==> src/rtl/axis_bram_writer_pkg.sv <==
// Shared types and constants for the AXI-Stream to BRAM writer.
package axis_bram_writer_pkg;

   localparam logic [2:0] ST_IDLE     = 3'd0;
   localparam logic [2:0] ST_RUN      = 3'd1;
   localparam logic [2:0] ST_WAIT_ACK = 3'd2;
   localparam logic [2:0] ST_DONE     = 3'd3;
   localparam logic [2:0] ST_ERR      = 3'd4;

   localparam int DEF_TIMEOUT_CYCLES = 1024;

   typedef enum logic [2:0] {
      IDLE     = ST_IDLE,
      RUN      = ST_RUN,
      WAIT_ACK = ST_WAIT_ACK,
      DONE     = ST_DONE,
      ERR      = ST_ERR
   } wr_state_t;

   // What a written word means for the operation once its write has landed.
   typedef enum logic [1:0] {
      OUT_CONT = 2'd0,
      OUT_DONE = 2'd1,
      OUT_ERR  = 2'd2
   } wr_outcome_t;

   function automatic wr_state_t outcome_state(input wr_outcome_t oc);
      wr_state_t st;
      case (oc)
         OUT_DONE: st = DONE;
         OUT_ERR:  st = ERR;
         default:  st = RUN;
      endcase
      return st;
   endfunction

endpackage

==> src/rtl/axis_bram_writer_if.sv <==
// Input stream and BRAM write port bundle; slave is the writer side.
interface axis_bram_writer_if #(
   parameter int DATA_WIDTH = 16,
   parameter int ADDR_WIDTH = 32,
   parameter int WE_WIDTH   = DATA_WIDTH/8
);
   logic [DATA_WIDTH-1:0] s_axis_tdata;
   logic                  s_axis_tvalid;
   logic                  s_axis_tready;
   logic                  s_axis_tlast;

   logic                  bram_en;
   logic [WE_WIDTH-1:0]   bram_we;
   logic [ADDR_WIDTH-1:0] bram_addr;
   logic [DATA_WIDTH-1:0] bram_wrdata;
   logic                  bram_wrack;

   modport slave (
      input  s_axis_tdata, s_axis_tvalid, s_axis_tlast, bram_wrack,
      output s_axis_tready, bram_en, bram_we, bram_addr, bram_wrdata
   );

   modport master (
      output s_axis_tdata, s_axis_tvalid, s_axis_tlast, bram_wrack,
      input  s_axis_tready, bram_en, bram_we, bram_addr, bram_wrdata
   );
endinterface

==> src/rtl/bram_wr_addr_gen.sv <==
// Word counter plus base register producing the byte address of the next write.
module bram_wr_addr_gen #(
   parameter int ADDR_WIDTH = 32,
   parameter int ADDR_INCR  = 2
) (
   input  logic                  clk,
   input  logic                  rst_n,
   input  logic                  load,
   input  logic [ADDR_WIDTH-1:0] base,
   input  logic                  step,
   output logic [ADDR_WIDTH:0]   count,
   output logic [ADDR_WIDTH-1:0] addr
);
   localparam logic [ADDR_WIDTH:0]   CNT_ONE  = 1;
   localparam logic [ADDR_WIDTH-1:0] INCR_VAL = ADDR_WIDTH'(ADDR_INCR);

   logic [ADDR_WIDTH-1:0] base_q;
   logic [ADDR_WIDTH:0]   cnt_q;

   always_ff @(posedge clk or negedge rst_n) begin
      if (!rst_n) begin
         base_q <= '0;
         cnt_q  <= '0;
      end else if (load) begin
         base_q <= base;
         cnt_q  <= '0;
      end else if (step) begin
         cnt_q  <= cnt_q + CNT_ONE;
      end
   end

   // Address wraps modulo 2^ADDR_WIDTH by truncation.
   assign addr  = base_q + cnt_q[ADDR_WIDTH-1:0] * INCR_VAL;
   assign count = cnt_q;

endmodule

==> src/rtl/axis_bram_writer.sv <==
// Writes one AXI-Stream channel word-by-word into a BRAM port.
// Optional ack watchdog: define AXIS_BRAM_WRITER_ACK_TIMEOUT_EN.
//
// state    | meaning
// IDLE     | waiting for operation_start
// RUN      | accepting stream beats (tready high)
// WAIT_ACK | write presented, holding until bram_wrack
// DONE     | one-cycle operation_complete pulse
// ERR      | one-cycle operation_error pulse
module axis_bram_writer
   import axis_bram_writer_pkg::*;
#(
   parameter int BRAM_ACK_SIG   = 1,
   parameter int DATA_WIDTH     = 16,
   parameter int ADDR_WIDTH     = 32,
   parameter int WE_WIDTH       = DATA_WIDTH/8,
   parameter int ADDR_INCR      = DATA_WIDTH/8,
   parameter int TIMEOUT_CYCLES = DEF_TIMEOUT_CYCLES
) (
   input  logic                  clk,
   input  logic                  rst_n,
   input  logic                  operation_start,
   input  logic [ADDR_WIDTH-1:0] base_addr,
   input  logic [ADDR_WIDTH:0]   wr_size,
   output logic                  operation_busy,
   output logic                  operation_complete,
   output logic                  operation_error,
   axis_bram_writer_if.slave     bus
);
   localparam logic [ADDR_WIDTH:0] CNT_ONE = 1;

   wr_state_t             state_q, state_nx;
   wr_outcome_t           pend_q, pend_nx, beat_outcome;
   logic [ADDR_WIDTH:0]   size_q;
   logic [ADDR_WIDTH:0]   word_cnt;
   logic [ADDR_WIDTH-1:0] next_addr;
   logic                  load;
   logic                  beat;
   logic                  last_word;
   logic                  hold_wr;
   logic                  ack_timeout;

   logic                  en_q;
   logic [WE_WIDTH-1:0]   we_q;
   logic [ADDR_WIDTH-1:0] addr_q;
   logic [DATA_WIDTH-1:0] data_q;

   bram_wr_addr_gen #(
      .ADDR_WIDTH (ADDR_WIDTH),
      .ADDR_INCR  (ADDR_INCR)
   ) u_addr_gen (
      .clk   (clk),
      .rst_n (rst_n),
      .load  (load),
      .base  (base_addr),
      .step  (beat),
      .count (word_cnt),
      .addr  (next_addr)
   );

   assign beat      = (state_q == RUN) && bus.s_axis_tvalid;
   assign last_word = (word_cnt == size_q - CNT_ONE);

   // A mismatched tlast still writes its word; the error is raised afterwards.
   always_comb begin
      beat_outcome = OUT_CONT;
      if (last_word) begin
         if (bus.s_axis_tlast) beat_outcome = OUT_DONE;
         else                  beat_outcome = OUT_ERR;
      end else if (bus.s_axis_tlast) begin
         beat_outcome = OUT_ERR;
      end
   end

   always_ff @(posedge clk or negedge rst_n) begin
      if (!rst_n) begin
         state_q <= IDLE;
         pend_q  <= OUT_CONT;
         size_q  <= '0;
      end else begin
         state_q <= state_nx;
         pend_q  <= pend_nx;
         if (load) size_q <= wr_size;
      end
   end

   always_comb begin
      state_nx = state_q;
      pend_nx  = pend_q;
      load     = 1'b0;
      case (state_q)
         IDLE: begin
            if (operation_start) begin
               load = 1'b1;
               if (wr_size == '0) state_nx = DONE;
               else               state_nx = RUN;
            end
         end
         RUN: begin
            if (beat) begin
               if (BRAM_ACK_SIG != 0) begin
                  state_nx = WAIT_ACK;
                  pend_nx  = beat_outcome;
               end else begin
                  state_nx = outcome_state(beat_outcome);
               end
            end
         end
         WAIT_ACK: begin
            if (bus.bram_wrack)   state_nx = outcome_state(pend_q);
            else if (ack_timeout) state_nx = ERR;
         end
         DONE:    state_nx = IDLE;
         ERR:     state_nx = IDLE;
         default: state_nx = IDLE;
      endcase
   end

`ifdef AXIS_BRAM_WRITER_ACK_TIMEOUT_EN
   localparam int              TO_W    = (TIMEOUT_CYCLES > 1) ? $clog2(TIMEOUT_CYCLES) : 1;
   localparam logic [TO_W-1:0] TO_LOAD = TO_W'(TIMEOUT_CYCLES - 1);
   localparam logic [TO_W-1:0] TO_ONE  = 1;

   logic [TO_W-1:0] to_cnt_q;

   // Reloaded outside WAIT_ACK so every entry starts a full window.
   always_ff @(posedge clk or negedge rst_n) begin
      if (!rst_n)                    to_cnt_q <= '0;
      else if (state_q != WAIT_ACK)  to_cnt_q <= TO_LOAD;
      else if (to_cnt_q != '0)       to_cnt_q <= to_cnt_q - TO_ONE;
   end

   assign ack_timeout = (BRAM_ACK_SIG != 0) && (state_q == WAIT_ACK) && (to_cnt_q == '0);
`else
   assign ack_timeout = 1'b0;
`endif

   assign hold_wr = (state_q == WAIT_ACK) && (state_nx == WAIT_ACK);

   always_ff @(posedge clk or negedge rst_n) begin
      if (!rst_n) begin
         en_q   <= 1'b0;
         we_q   <= '0;
         addr_q <= '0;
         data_q <= '0;
      end else if (beat) begin
         en_q   <= 1'b1;
         we_q   <= '1;
         addr_q <= next_addr;
         data_q <= bus.s_axis_tdata;
      end else if (!hold_wr) begin
         en_q   <= 1'b0;
         we_q   <= '0;
      end
   end

   assign bus.s_axis_tready  = (state_q == RUN);
   assign bus.bram_en        = en_q;
   assign bus.bram_we        = we_q;
   assign bus.bram_addr      = addr_q;
   assign bus.bram_wrdata    = data_q;

   assign operation_busy     = (state_q != IDLE);
   assign operation_complete = (state_q == DONE);
   assign operation_error    = (state_q == ERR);

endmodule

==> src/flat_wrapper.sv <==
// flat-port wrapper written by rule: the top's interface ports become plain ports
module axis_bram_writer_flat import axis_bram_writer_pkg::*;
#(
   parameter int BRAM_ACK_SIG   = 1,
   parameter int DATA_WIDTH     = 16,
   parameter int ADDR_WIDTH     = 32,
   parameter int WE_WIDTH       = DATA_WIDTH/8,
   parameter int ADDR_INCR      = DATA_WIDTH/8,
   parameter int TIMEOUT_CYCLES = DEF_TIMEOUT_CYCLES
)
  (clk, rst_n, operation_start, base_addr, wr_size, operation_busy, operation_complete, operation_error, bus_s_axis_tdata, bus_s_axis_tvalid, bus_s_axis_tlast, bus_bram_wrack, bus_s_axis_tready, bus_bram_en, bus_bram_we, bus_bram_addr, bus_bram_wrdata);
  axis_bram_writer_if #(.DATA_WIDTH(DATA_WIDTH), .ADDR_WIDTH(ADDR_WIDTH), .WE_WIDTH(WE_WIDTH)) bus_i ();
  input  logic clk;
  input  logic rst_n;
  input  logic operation_start;
  input  logic [ADDR_WIDTH-1:0] base_addr;
  input  logic [ADDR_WIDTH:0] wr_size;
  output logic operation_busy;
  output logic operation_complete;
  output logic operation_error;
  input wire logic [$bits(bus_i.s_axis_tdata)-1:0] bus_s_axis_tdata;
  input wire logic [$bits(bus_i.s_axis_tvalid)-1:0] bus_s_axis_tvalid;
  input wire logic [$bits(bus_i.s_axis_tlast)-1:0] bus_s_axis_tlast;
  input wire logic [$bits(bus_i.bram_wrack)-1:0] bus_bram_wrack;
  output wire logic [$bits(bus_i.s_axis_tready)-1:0] bus_s_axis_tready;
  output wire logic [$bits(bus_i.bram_en)-1:0] bus_bram_en;
  output wire logic [$bits(bus_i.bram_we)-1:0] bus_bram_we;
  output wire logic [$bits(bus_i.bram_addr)-1:0] bus_bram_addr;
  output wire logic [$bits(bus_i.bram_wrdata)-1:0] bus_bram_wrdata;
  assign bus_i.s_axis_tdata = bus_s_axis_tdata;
  assign bus_i.s_axis_tvalid = bus_s_axis_tvalid;
  assign bus_i.s_axis_tlast = bus_s_axis_tlast;
  assign bus_i.bram_wrack = bus_bram_wrack;
  assign bus_s_axis_tready = bus_i.s_axis_tready;
  assign bus_bram_en = bus_i.bram_en;
  assign bus_bram_we = bus_i.bram_we;
  assign bus_bram_addr = bus_i.bram_addr;
  assign bus_bram_wrdata = bus_i.bram_wrdata;
  axis_bram_writer #(.BRAM_ACK_SIG(BRAM_ACK_SIG), .DATA_WIDTH(DATA_WIDTH), .ADDR_WIDTH(ADDR_WIDTH), .WE_WIDTH(WE_WIDTH), .ADDR_INCR(ADDR_INCR), .TIMEOUT_CYCLES(TIMEOUT_CYCLES)) u_core (.clk(clk), .rst_n(rst_n), .operation_start(operation_start), .base_addr(base_addr), .wr_size(wr_size), .operation_busy(operation_busy), .operation_complete(operation_complete), .operation_error(operation_error), .bus(bus_i));
endmodule
==> config.mk <==
export PLATFORM = sky130hd
export DESIGN_NAME = axis_bram_writer_flat
export DESIGN_NICKNAME = d
export VERILOG_FILES = /design/src/rtl/axis_bram_writer_pkg.sv /design/src/rtl/axis_bram_writer_if.sv /design/src/rtl/bram_wr_addr_gen.sv /design/src/rtl/axis_bram_writer.sv /design/src/flat_wrapper.sv
export SDC_FILE = /design/constraint.sdc
export NUM_CORES = 1
export LEC_CHECK = 0
export ABC_AREA = 1
export BUFFER_PORTS_ARGS = -buffer_cell sky130_fd_sc_hd__buf_2
export CAP_MARGIN = 20
export CORE_UTILIZATION = 46
export CTS_CLUSTER_DIAMETER = 80
export DETAILED_ROUTE_END_ITERATION = 8
export PLACE_DENSITY = 0.66
export SLEW_MARGIN = 25
export SYNTH_ARGS = -nofsm -noshare
export SYNTH_HDL_FRONTEND = slang
export SYNTH_HIERARCHICAL = 1
export SYNTH_SLANG_ARGS = --single-unit
==> constraint.sdc <==
create_clock -name clk -period 2.9 [get_ports clk]
set_input_delay 0.435 -clock clk [delete_from_list [all_inputs] [get_ports clk]]
set_output_delay 0.435 -clock clk [all_outputs]
set_load 0.01 [all_outputs]
; ---- Yosys cells after proc, flatten, opt, wreduce, memory -nomap -nowiden
; Index checks and enable logic that the tools add are counted.
[totals]
ff_bits = 154
inputBits = 87
out_inout_bits = 55
wordCells = 45
[classes]
addsub = 3
n_eq_ne = 9
n_mux = 17
reduce_logical = 7
[ops]
columns = operator, count
row1 = $mux 33, 2
row2 = $add 33x1->33 const B, 1
row3 = $eq 33x33->1, 1
row4 = $logic_not 33->1, 1
row5 = $sub 33x1->33 const B, 1
row6 = $add 32x32->32, 1
row7 = $mux 2, 6
row8 = $eq 3x2->1 const B, 3
row9 = $mux 3, 3
row10 = $pmux 3 s3, 1
row11 = $pmux 3 s2, 1
row12 = $mux 1, 4
row13 = $eq 3x1->1 const B, 1
row14 = $eq 3x3->1 const B, 1
row15 = $logic_not 3->1, 1
row16 = $reduce_bool 3->1, 1
row17 = $eq 2x1->1 const B, 1
row18 = $eq 2x2->1 const B, 1
row19 = $logic_and 1x1->1, 2
row20 = $ne 2x1->1 const B, 1
row21 = $reduce_and 2->1, 1
row22 = $reduce_bool 2->1, 1

; ---- Depth between registers and ports, before layout
; Gate-level depths: netlist of run 1.
[depth]
depth_word = 8
ltp_mapped = 18
mapped_depth_nobuf = 18

; ---- Hierarchy
; The synthesis of run 1 kept the hierarchy.
[modules_own_cells]
columns = module, instances, cells_each, area_per_inst_um2, seq_area_each_um2
row1 = bram_wr_addr_gen, 1, 894, 5338.9, 1626.6
row2 = axis_bram_writer, 1, 703, 4931.0, 2177.1

; ---- Worst setup path after synthesis of run 1
; OpenSTA, ideal clock, no wires.
[synth_timing]
path_kind = reg-to-reg
from = register u_core.state_q[2]
to = register u_core.u_addr_gen.cnt_q[16] (netlist: u_core/u_addr_gen/count[16])
arrival_ps = 2062
path_slack_ps = 709
stages_incl_launch_ff = 12
n_path_buf = 1
period_less_slack_ps = 2191
path_cell_list = dfrtp_1 > nor2_1 > nand2_1 > nor2_1 > buf_2 > inv_1 > nor2_1 > nand2_1 > nor2_2 > nand2_1 > nor3b_1 > a21oi_1
[synth_between]
elab_chain_cells = 3
word_cells_on_any_way = 6
classes_between = eq/ne: 1 / mux: 2 / reduce/logical: 3
[synth_lines]
columns = element, line
row1 = start: declaration, axis_bram_writer.sv:32  ; wr_state_t state_q, state_nx;
row2 = start signal: assignment, axis_bram_writer.sv:81  ; state_q <= state_nx;
row3 = $eq 3x1->1, axis_bram_writer.sv:61  ; assign beat = (state_q == RUN) && bus.s_axis_tvalid;
row4 = $logic_and 1x1->1, axis_bram_writer.sv:61
row5 = via u_core.beat, axis_bram_writer.sv:38  ; logic beat;
row6 = $reduce_bool 2->1 (no source line), n/a
row7 = end signal: assignment, bram_wr_addr_gen.sv:28  ; cnt_q <= cnt_q + CNT_ONE;
row8 = end: declaration, bram_wr_addr_gen.sv:18  ; logic [ADDR_WIDTH:0] cnt_q;
; The timed path passes the listed nets, and every way through them passes these cells.
; A chain may end at the register's enable or synchronous reset.

; ---- Worst setup path after layout of run 1
[layout_timing]
from = register u_core.size_q[0]
to = register u_core.pend_q[1]
[layout_between]
elab_chain_cells = 3
[layout_lines]
columns = element, line
row1 = start: declaration, axis_bram_writer.sv:34  ; logic [ADDR_WIDTH:0] size_q;
row2 = start signal: assignment, axis_bram_writer.sv:83  ; if (load) size_q <= wr_size;
row3 = $sub 33x1->33, axis_bram_writer.sv:62  ; assign last_word = (word_cnt == size_q - CNT_ONE);
row4 = $eq 33x33->1, axis_bram_writer.sv:62
row5 = $mux 2, axis_bram_writer.sv:67  ; if (last_word) begin
row6 = via u_core.beat_outcome[1], axis_bram_writer.sv:33  ; wr_outcome_t pend_q, pend_nx, beat_outcome;
row7 = end signal: assignment, axis_bram_writer.sv:82  ; pend_q <= pend_nx;
row8 = end: declaration, axis_bram_writer.sv:33
; The timed path passes the listed nets, and every way through them passes these cells.

==> flow_summary.yaml, run 1 <==
synth:
  yosysTopAreaCell: "dfrtp_1"
  ys_ff_latch: 152
  synth_area_sq_um: 10300
  ys_seq_area_share_pct: 37.0
  ys.flop_type: "dfrtp_1"
  syn_nets: 1718
  synth_edf_count: 0
  synthArstFlopShare_pct: 100
  synth_top_area_share_pct: 37.0
  synth_cell_types: 37
  yosys_warnings: 6
  yosysMostFrequentCell: "nand2_1"
  synthTopCellsByArea: "dfrtp_1, nand2_1, inv_1"
  syn_area_per_cell_sq_um: 6.43
  synth_commonest_cells: "nand2_1, inv_1, nor2_1, dfrtp_1, nand3_1"
  syn_inst: 1597
detailed_routing:
  drt_iter0_markers: 609
  ant_nets: 0
  wl_um: 27500
  drc_errors: 0
  detail_route.first_pass.iterations: 5
  via_count: 9935
  vias_per_cell: 4.90
  wl_per_cell_um: 13.6
place:
  place_congestion: 0.914
  hpwl_um: 21200
  dp_cells: 1997
  port_buffers: 141
clock_tree:
  clk_pin_slew_ns: 0.07
  cts_tree: "built"
  cts.sinks: 152
  cts_setup_buffers: 0
  cts_buffers: 17
  clock_path_buffers: 2
  post_cts_resized: 0
  holdBufCountCts: 1
  clkLatencyLatePin_ns: 0.43
  cts-root-buf: "clkbuf_16"
  htree_levels: 4
global_route:
  antenna_found_initial: 0
  grt_pass1_vias: 8952
  grtUsageTotal_pct: 25.2
  grt_max_degree: 61
  use_met3_pct: 3.01
  overflow: 0
  grt_pass1_wl_um: 44700
  grtUsageMet1_pct: 35.4
  use_met2_pct: 40.8
  grt_busiest_layer: "met2"
floorplanning:
  die-area_sq_um: 22900
  die_y_um: 151
  coreArea_sq_um: 21900
  die-width_um: 151
  ioPinCount: 142
  num_rows: 54
  initial_utilization_pct: 46.9
setup_path:
  path_max_fanout: 5
  cp.arrival_ns: 2.81
  cp_slowest_cell: "dfrtp_1"
  required_ns: 3.21
  crit_family: "simple AND/OR/NAND/NOR gates"
  critical_path.startpoint_type: "flop"
  path_depth: 14
  critPathCaptureType: "flop"
  rrSetupSlack_ns: 0.40
  criticalPathCategory: "flop to flop"
  slowest_delay_ns: 0.40
  path_buf_inv: 1
  path_common_cell: "nand2_1"
  crit_chain: "inv_1 -> ha_1 -> nand2_4 -> nor2_2 -> nand2_1 -> nor2_1 -> xnor2_1 -> o21ai_0 -> nor2_1 -> nand2_1 -> nor2_2 -> ha_1 -> nand2_1 -> nand2_1"
  rr_worst_depth: 14
pwr:
  leakage_nw: 6.89
  peakVddDrop_v: 0.000383
  p_total_mw: 10.0
  p_per_area_nw_per_um2: 839
min_path:
  hold_path_depth: 3
  hp-class: "input port to flop"
timing:
  drv_slew: 0
  fin_crit_ns: 2.50
  setup_tns_ns: 0
  relSlewSlack_pct: 39.1
  clock_skew_ns: 0.0130
  setup_violations: 0
  finalCritPeriodShare_pct: 86.2
  rsz0062_at_grt: "no"
  max_freq_mhz: 400
  worstMarginPinSlew_ns: 0.912
  hold_violations: 0
status:
  status: "finished clean"
finish:
  ff_latch_area_sq_um: 3800
  area_growth_pct: 16.0
  drive_gt1_share_pct: 12.1
  fillers: 2224
  antenna_cells: 0
  layout.cells.non_filler: 2029
  multi_input_area_sq_um: 5560
  nets: 1858
flow_run:
  max_cap_violations: 0
## report_power, final
group | internal (mW) | switching (mW) | total, mW
Sequential | 2.88 | 0.650 | 3.53
Combinational | 1.46 | 2.67 | 4.13
Clock | 1.42 | 0.917 | 2.34
Total | 5.76 | 4.24 | 10.0
## tightest hold or removal path, cell delays in order
cell and delay (ns):
buf_2 0.07, nand2_1 0.04, nand2_1 0.05
## registers in the layout (all words and copies together), names as in the netlist
signal                    flops
u_core/size_q                33
u_core/state_q                3
u_core/u_addr_gen/base_q     32
u_core/bus.bram_we            1
u_core/pend_q                 2
u_core/bus.bram_addr         32
u_core/u_addr_gen/count      33
u_core/bus.bram_wrdata       16
## worst paths after layout
kind | from | end
worst max register to register | u_core/size_q[0] | u_core/pend_q[1]
min in group asynchronous | rst_n | u_core/state_q[2]
max in group asynchronous | rst_n | u_core/size_q[16]
worst min register to register | u_core/bus.bram_addr[19] | u_core/bus.bram_addr[19]
worst max-delay path | u_core/size_q[0] | u_core/pend_q[1]
worst min-delay path | base_addr[17] | u_core/u_addr_gen/base_q[17]
## metrics by stage
step	hold slack (ns)	util [%]	instance area, sq um	worst slack (ns)
finish	0.202	54.4	11900	0.401
floorplan	0.139	-	10300	0.709
CTS	0.190	54.4	11900	0.424
detailed placement	0.439	51.6	11300	0.437
global route	0.195	54.4	11900	0.137
global placement	0.441	51.6	11300	0.533
## placed cells by master, fill, tap and decap left out, types with 3 or more instances in the layout
| cell type | count |
|---|---|
| nand2_1 | 713 |
| inv_1 | 205 |
| nor2_1 | 170 |
| dfrtp_1 | 152 |
| buf_2 | 140 |
| nand3_1 | 65 |
| o21ai_0 | 51 |
| ha_1 | 33 |
| xor2_1 | 32 |
| a21oi_1 | 32 |
| nand4_1 | 22 |
| clkbuf_16 | 17 |
| nor3_1 | 16 |
| xnor2_1 | 11 |
| nor2_2 | 10 |
| nor2_4 | 8 |
| buf_4 | 8 |
| nand3b_1 | 7 |
| o21ai_1 | 5 |
| nor4_1 | 4 |
| nand2_2 | 4 |
| nand2_4 | 4 |
| bufinv_16 | 3 |
| clkbuf_8 | 3 |
| a21o_1 | 3 |
| nor3b_1 | 3 |
| o21bai_1 | 3 |
## routing by layer
layer	up-vias	share of wire [%]
met5	-	0
met4	0	1.1
met3	21	5.1
met2	246	45
met1	4482	49
li1	5186	-
## cell type report
class | count | area share [%]
clock buffer | 21 | 3.95
clock inverter | 10 | 1.19
inverter | 209 | 6.58
tap | 280 | 2.94
sequential | 152 | 31.9
multi-input combinational | 1206 | 46.7
timing repair buffer | 151 | 6.73
## logic make-up after synthesis
family	share of synthesized area, %
and+or+nand+nor	41.0
buffers and inverters	8.88
DFF	37.0
AOI/OAI and AO/OA	5.15
xor gates and xnor gates	3.67
adders and majority gates	4.22
No activity file was read; power rests on OpenSTA's default activity.
==> run 2: changes to the inputs <==
PLACE_DENSITY = 0.69   (was 0.66)
clock period = 2.18 ns   (was 2.9 ns; I/O delays follow)
==> run 2 against run 1 <==
The flow now finishes with violations (setup timing). Sequential cell count did not move. Via count rose by 3.0%. Combinational power rose by 52%. Register-to-register slack got worse by 0.54 ns. Design area rose by 5.1%. Clock power rose by 20%. Non-clock buffer count rose by 58. Wire length rose by 1.9%. Count of clock-buffer cells in the layout did not move.
==> flow_summary.yaml, run 2 (synthesis results as in run 1) <==
detailed_routing:
  wl_um: 28000
  wl_per_cell_um: 13.4
  via_count: 10200
  ant_nets: 0
  detail_route.first_pass.iterations: 6
  vias_per_cell: 4.90
  drc_errors: 0
  drt_iter0_markers: 637
finish:
  area_growth_pct: 22.0
  layout_commonest_cell: "nand2_1"
  drive_gt1_share_pct: 17.5
  layout.cells.non_filler: 2089
  finish.utilization_pct: 57.2
  antenna_cells: 0
  nets: 1917
  final_cell_mix: "nand2_1, inv_1, nor2_1"
  fin_area_sq_um: 12500
floorplanning:
  num_rows: 54
  die-area_sq_um: 22900
  coreArea_sq_um: 21900
  die_y_um: 151
  die-width_um: 151
  ioPinCount: 142
  initial_utilization_pct: 46.9
pwr:
  leakage_nw: 7.16
  peakVddDrop_v: 0.000496
  p_total_mw: 13.8
  p_per_area_nw_per_um2: 1100
setup_path:
  crit_family: "simple AND/OR/NAND/NOR gates"
  cp.arrival_ns: 2.63
  criticalPathCategory: "flop to flop"
  r2r_start: "u_core/size_q[5]"
  setup.worst_path.start: "u_core/size_q[5]"
  cp_slowest_cell: "dfrtp_2"
  required_ns: 2.50
  rr_worst_depth: 13
  path_max_fanout: 5
  critical_path.startpoint_type: "flop"
  slowest_delay_ns: 0.46
  critPathCaptureType: "flop"
  crit_chain: "nor2_4 -> nand2_4 -> nor2_4 -> buf_6 -> nand4_1 -> xor2_1 -> nand2_1 -> nor2_1 -> nand2_1 -> nor2_2 -> ha_1 -> nand2_1 -> nand2_1"
  path_buf_inv: 1
  path_depth: 13
  path_common_cell: "nand2_1"
timing:
  clock_skew_ns: 0.0111
  fin_ws_ns: -0.135
  relSlewSlack_pct: 57.9
  setup_violations: 2
  rsz0062_at_grt: "yes"
  finalCritPeriodShare_pct: 106
  setup_tns_ns: -0.172
  hold_violations: 0
  fin_crit_ns: 2.31
  drv_slew: 0
  max_freq_mhz: 432
  worstMarginPinSlew_ns: 0.631
clock_tree:
  htree_levels: 4
  cts_buffers: 17
  clock_path_buffers: 2
  cts_tree: "built"
  clkLatencyLatePin_ns: 0.43
  cts.sinks: 152
  clk_pin_slew_ns: 0.07
  cts-root-buf: "clkbuf_16"
place:
  placed_area_sq_um: 11700
  place_congestion: 0.902
  hpwl_um: 21500
  port_buffers: 141
  dp_cells: 2049
flow_run:
  max_cap_violations: 0
status:
  violations: "setup timing"
  status: "finished, violations left"
min_path:
  hp-class: "input port to flop"
  hold_path_depth: 3
  min_from: "base_addr[23]"
global_route:
  grt_pass1_vias: 9228
  antenna_found_initial: 0
  grtUsageTotal_pct: 25.2
  overflow: 0
  grt_pass1_wl_um: 45000
  grt_max_degree: 61
-- run 2: cell types whose count changed in the layout (fill, tap and decap cells not counted), sizes merged --
cell,change
bufinv,-2
clkinv,+4
nor2,+1
inv,-1
buf,+58
-- run 2: repair_timing --
| action | in CTS | in global routing |
|---|---|---|
| hold buffers | 1 | 0 |
| gates resized for setup | 24 | 42 |
| setup buffers | 3 | 3 |
| gates cloned | 1 | 0 |
| pin swaps | 6 | 9 |
| endpoints found under the setup margin | 2 | 20 |
| endpoints found under the hold margin | 44 | 0 |
-- run 2: worst paths after layout --
| check | to | slack (ns) |
|---|---|---|
| max in group asynchronous | u_core/size_q[6] | 1.09 |
| max reg2reg | u_core/pend_q[1] | -0.13 |
| max | u_core/pend_q[1] | -0.13 |
| min | u_core/u_addr_gen/base_q[23] | 0.09 |
| min reg2reg | u_core/bus.bram_addr[21] | 0.46 |
| min in group asynchronous | u_core/bus.bram_addr[3] | 0.39 |
-- run 2: per-layer routing --
layer	up-vias	GRT usage [%]	wire, um
li1	5298	-	-
met1	4632	35.0	13500
met2	268	40.8	12700
met3	33	3.19	1310
met4	0	7.60	505
met5	-	0	0
-- run 2: layout make-up --
type,instances,area (sq um)
Fill cell,2181,9370
Timing Repair Buffer,209,1280
Clock inverter,11,100
Multi-Input combinational cell,1207,5760
Clock buffer,21,440
Inverter,209,785
Sequential cell,152,3810
Tap cell,280,350
-- run 2: worst min-delay path: stages --
cell     delay, ns
buf_2         0.07
nand2_1       0.04
nand2_1       0.05
-- run 2: power breakdown --
part	internal, mW	leakage [nW]	switching (mW)
Combinational	2.47	4.96	3.81
Clock	1.57	0.261	1.23
Sequential	3.85	1.94	0.911
Total	7.89	7.16	5.95
-- run 2: metrics by stage --
stage	setup slack (ns)	hold WS (ns)
after global placement	-0.143	0.289
after global routing	-0.212	0.0917
after floorplan	0.0870	0.0314
after CTS	-0.00257	0.0785
after detailed placement	-0.0897	0.293
final	-0.135	0.0865
==> run 3: changes to the inputs <==
ABC_AREA = not set   (was 1)
PLACE_DENSITY = 0.7   (was 0.69)
==> run 3 against run 2 <==
The flow still finishes with violations (setup timing). Sequential power barely moved. Clock skew barely moved. Synthesized area fell by 14%. Global-route usage rose by 0.84 points. Fmax decreased by 23%. Final cell count decreased by 28%. Utilization up 10 points. Synthesized cell count shrank 43%. Register-to-register slack got worse by 0.71 ns. Wire length shrank 12%. Count of clock-buffer cells in the layout is 2 lower. Critical path type unchanged.
==> flow_summary.yaml, run 3 <==
global_route:
  grt_max_degree: 58
  grt_pass1_wl_um: 40500
  antenna_found_initial: 0
  overflow: 0
  grtUsageTotal_pct: 26.1
  grt_pass1_vias: 8295
synth:
  synthTopCellsByArea: "dfrtp_1, mux2_2, nand2_1"
  yosysMostFrequentCell: "dfrtp_1"
  syn_area_per_cell_sq_um: 9.73
  synth_edf_count: 0
  yosys_warnings: 6
  synth_top_area_share_pct: 43.1
  synth_area_sq_um: 8820
  ys_ff_latch: 152
  ys_seq_area_share_pct: 43.1
  synth_commonest_cells: "dfrtp_1, nand2_1, mux2_2, nor2_1, xnor2_1"
  syn_inst: 906
  synthArstFlopShare_pct: 100
  yosysTopAreaCell: "dfrtp_1"
  synth_cell_types: 64
  syn_nets: 1027
  ys.flop_type: "dfrtp_1"
clock_tree:
  clock_path_buffers: 2
  cts.sinks: 152
  cts_buffers: 17
  clkLatencyLatePin_ns: 0.44
  clk_pin_slew_ns: 0.07
  htree_levels: 4
  cts_tree: "built"
  cts-root-buf: "clkbuf_16"
pwr:
  p_per_area_nw_per_um2: 1220
  p_total_mw: 15.4
  peakVddDrop_v: 0.000744
  leakage_nw: 5.82
place:
  port_buffers: 141
  dp_cells: 1437
  place_congestion: 0.894
  hpwl_um: 17900
min_path:
  hp-class: "input port to flop"
  min_from: "wr_size[24]"
timing:
  drv_slew: 0
  worstMarginPinSlew_ns: 0.762
  finalCritPeriodShare_pct: 139
  setup_tns_ns: -9.60
  setup_violations: 26
  hold_violations: 0
  fin_crit_ns: 3.02
  relSlewSlack_pct: 49.2
  fin_ws_ns: -0.842
  clock_skew_ns: 0.0108
  max_freq_mhz: 331
  rsz0062_at_grt: "yes"
setup_path:
  required_ns: 2.50
  critical_path.startpoint_type: "flop"
  path_max_fanout: 3
  cp.arrival_ns: 3.34
  cp_slowest_cell: "dfrtp_1"
  setup.worst_path.start: "u_core/size_q[10]"
  slowest_delay_ns: 0.41
  r2r_start: "u_core/size_q[10]"
  critPathCaptureType: "flop"
  criticalPathCategory: "flop to flop"
  crit_chain: "nor4_4 -> buf_4 -> nand4_1 -> nor4b_2 -> mux2_2 -> nor3_2 -> o22ai_1 -> nor4bb_2 -> ha_1 -> mux2_4"
floorplanning:
  coreArea_sq_um: 18800
  ioPinCount: 142
  num_rows: 50
  initial_utilization_pct: 47.0
  die-area_sq_um: 19700
  die_y_um: 140
  die-width_um: 140
finish:
  layout.cells.non_filler: 1494
  area_growth_pct: 43.2
  drive_gt1_share_pct: 46.3
  layout_commonest_cell: "buf_4"
  antenna_cells: 0
  final_cell_mix: "buf_4, nand2_1, dfrtp_1"
  nets: 1368
  finish.utilization_pct: 67.3
detailed_routing:
  via_count: 8085
  drt_iter0_markers: 416
  wl_um: 24800
  drc_errors: 0
  ant_nets: 0
  detail_route.first_pass.iterations: 4
  wl_per_cell_um: 16.6
  vias_per_cell: 5.41
status:
  violations: "setup timing"
  status: "finished, violations left"
flow_run:
  max_cap_violations: 0
==> run 3: cell types whose count changed after synthesis, moves of 39 or more <==
cell,delta
xnor2_1,+39
mux2_2,+83
nand2_1,-565
inv_1,-192
nor2_1,-111
nand3_1,-43
==> run 3: cells by family (layout without fill, tap and decap cells) <==
family | Yosys count | count (layout) | share of synthesized area (%)
and+or+nand+nor | 352 | 352 | 19.6
xor gates and xnor gates | 91 | 91 | 9.04
AOI/OAI and AO/OA | 146 | 146 | 10.3
DFF | 152 | 152 | 43.1
muxes | 86 | 86 | 10.9
buffers and inverters | 45 | 399 | 2.10
adders and majority gates | 34 | 34 | 4.91
==> run 3: routing by layer <==
layer  vias up  track usage, %  part of all wire (%)
met5         -               0                     0
met4         0            9.32                   2.4
met3        42            4.51                   3.8
met2       187            44.4                    49
met1      3924            33.3                    44
li1       3932               -                     -
==> run 3: critical path: cells and delay by family, from the launching register on <==
kind / cells / cell delay, ns
AOI/OAI and AO/OA: 1 / 0.12
muxes: 2 / 0.64
and+or+nand+nor: 5 / 1.28
adders and majority gates: 1 / 0.28
buffers and inverters: 1 / 0.17
DFF: 1 / 0.41
==> run 3: final cells by class <==
cell class / instances / area, sq um
Tap cell: 234 / 293
Clock buffer: 19 / 453
Timing Repair Buffer: 353 / 2410
Clock inverter: 13 / 135
Inverter: 14 / 53.8
Multi-Input combinational cell: 709 / 5460
Sequential cell: 152 / 3820
Fill cell: 1492 / 6140
==> run 3: power breakdown <==
part	switching [mW]	total, mW	leakage [nW]	internal (mW)
combinational	3.68	7.67	3.66	3.99
sequential	0.803	4.75	1.88	3.95
clock	1.32	2.99	0.284	1.67
==> run 3: repair_timing <==
item                       CTS  global route
setup endpoints to repair   38            43
gates resized for setup     57            42
gates cloned                 0             0
hold endpoints to repair    50             0
pin swaps                   38            33
hold buffers                 1             0
buffers inserted            20             7
==> run 3: worst paths after layout <==
path,end,slack [ns],depth (start not counted)
worst max-delay path,u_core/pend_q[1],-0.84,10
worst min-delay path,u_core/size_q[24],0.1,3
worst max register to register,u_core/pend_q[1],-0.84,10
worst min register to register,u_core/state_q[2],0.44,1
max in group asynchronous,u_core/u_addr_gen/count[16],1.10,3
min in group asynchronous,u_core/state_q[1],0.43,2
==> run 3: per-stage QoR <==
| step | hold slack (ns) | instance area (sq um) | setup WS (ns) |
|---|---|---|---|
| 6_report | 0.0983 | 12600 | -0.842 |
| 5_1_grt | 0.0978 | 12600 | -0.999 |
| 4_1_cts | 0.0836 | 12400 | -0.890 |
| 3_5_place_dp | 0.339 | 11400 | -0.982 |
| 3_3_place_gp | 0.337 | 11400 | -0.954 |
| 2_1_floorplan | 0.0314 | 9060 | -0.799 |
